[src/rtl/hub75_panel_rx.sv]
// HUB75 panel-side sink: samples the driver pins, rebuilds each shifted row and replays it as a valid/ready pixel stream.
// Optional per-row nOE-low cycle statistics are enabled by defining HUB75_RX_OE_STATS_EN.
module hub75_panel_rx #(
    parameter  int unsigned WIDTH    = 64,
    parameter  int unsigned OE_CNT_W = 16,
    localparam int unsigned COL_W    = $clog2(WIDTH)
) (
    input  logic                clk,
    input  logic                resetn,
    input  logic                A,
    input  logic                B,
    input  logic                C,
    input  logic                D,
    input  logic                E,
    input  logic                R0,
    input  logic                G0,
    input  logic                B0,
    input  logic                R1,
    input  logic                G1,
    input  logic                B1,
    input  logic                S_CLK,
    input  logic                LATCH,
    input  logic                nOE,
    output logic                px_valid,
    input  logic                px_ready,
    output logic [4:0]          px_row,
    output logic [COL_W-1:0]    px_col,
    output logic [2:0]          px_top,
    output logic [2:0]          px_bot,
    output logic                px_last,
    output logic [OE_CNT_W-1:0] px_oe_cycles,
    output logic                overrun,
    output logic                len_err
);

    localparam int unsigned PIX_W  = 6;
    localparam int unsigned ROW_W  = 5;
    localparam int unsigned SYNC_W = ROW_W + PIX_W + 2;
    localparam int unsigned CNT_W  = $clog2(WIDTH + 2);
    localparam int unsigned SR_W   = WIDTH * PIX_W;

    typedef enum logic {IDLE, EMIT} state_t;

    state_t            state;
    logic [SYNC_W-1:0] pins, sync1, sync2;
    logic              sclk_prev, latch_prev;
    logic              sclk_edge, latch_edge, beat, last_beat, load;
    logic [SR_W-1:0]   sr, sr_next, row_buf;
    logic [CNT_W-1:0]  edge_cnt, edge_cnt_next;

    // Address and pixel bits share the strobe delay so data lines up with its S_CLK edge
    assign pins = {E, D, C, B, A, R0, G0, B0, R1, G1, B1, S_CLK, LATCH};

    always_ff @(posedge clk or negedge resetn) begin
        if (!resetn) begin
            sync1      <= '0;
            sync2      <= '0;
            sclk_prev  <= 1'b0;
            latch_prev <= 1'b0;
        end else begin
            sync1      <= pins;
            sync2      <= sync1;
            sclk_prev  <= sync2[1];
            latch_prev <= sync2[0];
        end
    end

    assign sclk_edge  = sync2[1] & ~sclk_prev;
    assign latch_edge = sync2[0] & ~latch_prev;

    // A shift coinciding with a latch lands in the latched row
    assign sr_next       = sclk_edge ? {sr[SR_W-PIX_W-1:0], sync2[2 +: PIX_W]} : sr;
    assign edge_cnt_next = (sclk_edge && edge_cnt != CNT_W'(WIDTH + 1)) ? edge_cnt + CNT_W'(1) : edge_cnt;

    assign beat      = px_valid & px_ready;
    assign last_beat = beat & px_last;
    assign load      = latch_edge & ((state == IDLE) | last_beat);

    // Row buffer drains from the bottom entry, so the current column is always entry 0
    assign px_top = row_buf[5:3];
    assign px_bot = row_buf[2:0];

    always_ff @(posedge clk or negedge resetn) begin
        if (!resetn) begin
            state    <= IDLE;
            sr       <= '0;
            row_buf  <= '0;
            edge_cnt <= '0;
            px_valid <= 1'b0;
            px_row   <= '0;
            px_col   <= '0;
            px_last  <= 1'b0;
            overrun  <= 1'b0;
            len_err  <= 1'b0;
        end else begin
            sr       <= sr_next;
            edge_cnt <= latch_edge ? '0 : edge_cnt_next;
            if (latch_edge && edge_cnt_next != CNT_W'(WIDTH))
                len_err <= 1'b1;
            if (latch_edge && state == EMIT && !last_beat)
                overrun <= 1'b1;

            if (load) begin
                state    <= EMIT;
                px_valid <= 1'b1;
                row_buf  <= sr_next;
                px_row   <= sync2[SYNC_W-1 -: ROW_W];
                px_col   <= '0;
                px_last  <= 1'b0;
            end else if (beat) begin
                if (px_last) begin
                    state    <= IDLE;
                    px_valid <= 1'b0;
                    px_col   <= '0;
                    px_last  <= 1'b0;
                end else begin
                    row_buf  <= row_buf >> PIX_W;
                    px_col   <= px_col + COL_W'(1);
                    px_last  <= (px_col == COL_W'(WIDTH - 2));
                end
            end
        end
    end

`ifdef HUB75_RX_OE_STATS_EN
    logic                noe_s1, noe_s2;
    logic [OE_CNT_W-1:0] oe_cnt;

    // nOE-low cycles between latches; the accepted row carries the count of its latch interval
    always_ff @(posedge clk or negedge resetn) begin
        if (!resetn) begin
            noe_s1       <= 1'b0;
            noe_s2       <= 1'b0;
            oe_cnt       <= '0;
            px_oe_cycles <= '0;
        end else begin
            noe_s1 <= nOE;
            noe_s2 <= noe_s1;
            if (latch_edge)
                oe_cnt <= '0;
            else if (!noe_s2 && oe_cnt != {OE_CNT_W{1'b1}})
                oe_cnt <= oe_cnt + OE_CNT_W'(1);
            if (load)
                px_oe_cycles <= oe_cnt;
        end
    end
`else
    logic unused_noe;
    assign unused_noe   = nOE;
    assign px_oe_cycles = '0;
`endif

endmodule
[config.mk]
export PLATFORM = sky130hd
export DESIGN_NAME = hub75_panel_rx
export DESIGN_NICKNAME = d
export VERILOG_FILES = /design/src/rtl/hub75_panel_rx.sv
export SDC_FILE = /design/constraint.sdc
export NUM_CORES = 2
export LEC_CHECK = 0
export CORE_ASPECT_RATIO = 1.5
export CORE_MARGIN = 2
export CORE_UTILIZATION = 50
export CTS_CLUSTER_DIAMETER = 50
export DETAILED_ROUTE_END_ITERATION = 8
export PLACE_DENSITY = 0.66
export SYNTH_ARGS = -nofsm -noshare
export SYNTH_HDL_FRONTEND = slang
export SYNTH_SLANG_ARGS = --single-unit
export TNS_END_PERCENT = 100
[constraint.sdc]
create_clock -name clk -period 3.1 [get_ports clk]
set_input_delay 0.775 -clock clk [delete_from_list [all_inputs] [get_ports clk]]
set_output_delay 0.775 -clock clk [all_outputs]
set_load 0.05 [all_outputs]
==> results.md <==
* Status: finished, final reports clean
* Die Ht at 325 um
* Initial core utilization at 50.4%
* Post-synth top flop: dfrtp_1
* Relative slew margins at 59.7%
* Port bufs at 36
* WL/cell at 18.6 um
* Post-synth EDFFs at 0
* Core area at 67,900 sq um
* Comb pwr share at 9.8%
* FF/Latch Area at ~20,000 sq um
* Placed Cells at 3,079
* Clock Pin Slew Worst Setup and Hold Paths at 60 ps
* DRC viols at 0
* Syn Inst Count at 2,257
* Vias in the first global route at 20,500
* Seq/Total Area, Yosys at 59.7%
* HP Class: primary input to asynchronous set/reset pin
* Max-cap check violation count at 0
* Vias per cell at about 5.8
* CTS Hold Bufs at 0
* Final hold vios at 0
* Skew final at 20.1 ps
* Register bit count reported by yosys at between 800 and 900
* Crit path kind: flop to primary output
* Post_cts resized at 0
* Io pins at 54
* Die span in x at 218 um
* Synth Area per Inst at 15.2 sq um
* Sw frac at 24.0%
* Htree depth at 3
* R2r worst-path depth at 6
* Mux share of post-synthesis cell area at 16.9%
* Worst path max stage delay at 870 ps
* Share of cells above drive strength 1 at 25.3%
* Reg2reg setup slack at 800 ps
* Crit path capture type: primary output
* Final Non-Filler Cells at 3,210
* Most frequent cells after synthesis: 818 x dfrtp_1, 379 x a21o_1, 379 x a22o_1
* Crit path buffers/inverters at 1
* Site row count at between 100 and 150
* Clock Root Buffer: clkbuf_16
* Distinct cell type count after synthesis at 41
* Initial DRT Pass Iterations at 7
* Detailed-route via count at 18,600
* Pin count of the biggest net entering global routing at roughly 110
* Clk_lat worst skew at 620 ps
* Post-Synth XOR/XNOR Area at 0.230%
* Post-synthesis compound-gate area fraction at 18.4%
* First-pass GRT wire length at 105,000 um
* Cell Chain, Critical Path: clkdlybuf4s50_1
* Async SR Flop Fraction at 100%
* Maximum clock frequency at 362 MHz
* Mapped Area at around 34,000 sq um
* Largest family of logic cells by synthesized area: compound AO/OA/AOI/OAI gates
* Setup-failing EPs final at 0
* Final ANT Viol Nets at 0
* Clk pwr share at about two fifths
* Starting DRT DRC Count at 1,062
* Total design power at 23,000 uW
* Sink Count at 818
* Top post-synthesis cells by area: dfrtp_1 60%, mux2_4 16%, a22o_1 9.7%, a21o_1 8.3%, buf_2 1.5%
* Multi-input logic area at roughly 13,000 sq um
* Reg power frac at 51.0%
* Power Density at roughly 600 nW/um^2
* Net switching power at 5510 uW
* CP Data Arrival Time at about 2000 ps
* Gr usage total at 17.5%
* Share of the synthesized area in the top cell type at 59.7%
* TNS Setup at 0 ps
* Ant. Diodes at 0
* Max Slew Vio Count at 0
* Cell Int Power at around 17,000 uW
* Fin crit share at 89.1%
* Synth Area in Simple Gates at less than 1%
* CP Max Fanout at 6
* Fin Hold WS at 56.9 ps
* GRT overflow at 0
* Critical R2R Launch: sclk_prev
* Fillers at about 5,400
* CTS tree: yes
* R2R Path End: row_buf[189]
* Initial antenna violation count at 0
* Total Routed Length at approximately 60,000 um
* Setup crit start kind: flop
* CTS Buf Count at 76
* Final HPWL DP at 33,800 um
* Final Critical Period at approximately 2800 ps
* Largest delay share family, worst path: buffers and inverters
* Adder-Cell Fraction of Synth Area at less than 1%
* CP max stage cell: clkdlybuf4s50_1
* Die area at ~71,000 sq um
* Peak supply drop at 0.497 mV
* Area growth, synth to finish at 10.9%
* Req. time, crit path at 2320 ps
* P_leak at between 0.02 and 0.025 uW
* Synthesis warning total at 0
* Cell with the most instances after synthesis: dfrtp_1
* Fin nets at roughly 2,300
* RSZ-0062 raised after global routing: false
* Least-Margin Pin Slew at 603 ps
* Leading area contributor after synthesis: dfrtp_1
* GP Congestion at 0.749
* Post-CTS Setup Bufs at 0
* Start point of the critical path: px_last
* CTS max path bufs at 3
-- worst max-delay path by stage --
stage                     cells past startpoint  slack (ps)           end
after floorplan                               6        1210  row_buf[136]
after CTS                                     1         310       px_last
after global placement                        7         400  row_buf[136]
final                                         1         340       px_last
after detailed placement                      7         380  row_buf[136]
after global routing                          1         280       px_last
-- stage by stage --
step | setup slack, ps | utilization, % | cell area, sq um
after floorplan | 1210 | - | 34300
after global placement | 404 | 52.4 | 35600
after detailed placement | 375 | 52.4 | 35600
after CTS | 307 | 55.9 | 38000
after global routing | 284 | 55.9 | 38000
final | 338 | 55.9 | 38000
-- cell usage in the layout, fill, tap and decap left out, types with 2 or more instances in the layout --
cell / count
buf_12: 42
a21oi_1: 2
nor2_1: 10
a22o_1: 379
clkinvlp_4: 4
and2_1: 2
clkdlybuf4s50_1: 35
dfrtp_1: 818
or2_2: 2
nor3_1: 2
clkbuf_16: 76
xnor2_1: 3
nor2b_1: 2
ha_1: 4
xor2_1: 6
nand2_1: 21
buf_4: 32
mux2_2: 23
mux2i_1: 2
mux2_4: 366
and3_1: 2
conb_1: 16
nand4_1: 6
nor2_4: 3
bufinv_16: 2
o21ai_0: 12
clkbuf_1: 16
nand3_1: 2
clkinv_2: 11
a21o_1: 379
inv_1: 2
inv_6: 7
clkbuf_8: 14
-- routing by layer --
metal	wire (um)	share of wire, %	global-route usage, %
met1	26900	45	23.6
met2	30000	50	29.5
met3	1610	2.7	2.54
met4	1160	1.9	5.26
met5	0	0	0
-- cells by family after synthesis --
logic type	count (synthesis)
xor+xnor	9
other cells	1
compound gates	780
buf+inv	197
simple gates	57
flops	818
fa+ha+maj	4
mux	391
-- sequential cells by signal, summed over array words and instances (netlist names) --
signal / flops
sync1: 13
overrun: 1
sclk_prev: 1
sr: 384
latch_prev: 1
row_buf: 384
sync2: 13
edge_cnt: 7
px_last: 1
px_row: 5
len_err: 1
px_col: 6
state: 1
-- layout make-up --
class	instances	area share, %
clock inverter	25	0.586
inverter	2	0.0198
tap	892	2.94
timing repair buffer	110	3.81
multi-input combinational	1257	33.1
clock buffer	106	5.67
sequential	818	53.9
-- power by group through the flow --
stage          sequential [uW]  combinational [uW]  clock [uW]
3_5_place_dp             11900                2260           0
6_report                 11700                2250        9000
3_3_place_gp             11900                2190           0
5_1_grt                  11800                2430        9700
2_1_floorplan            11900                1520           0
4_1_cts                  11700                2280        9280
Power figures use the tool's default switching activity.
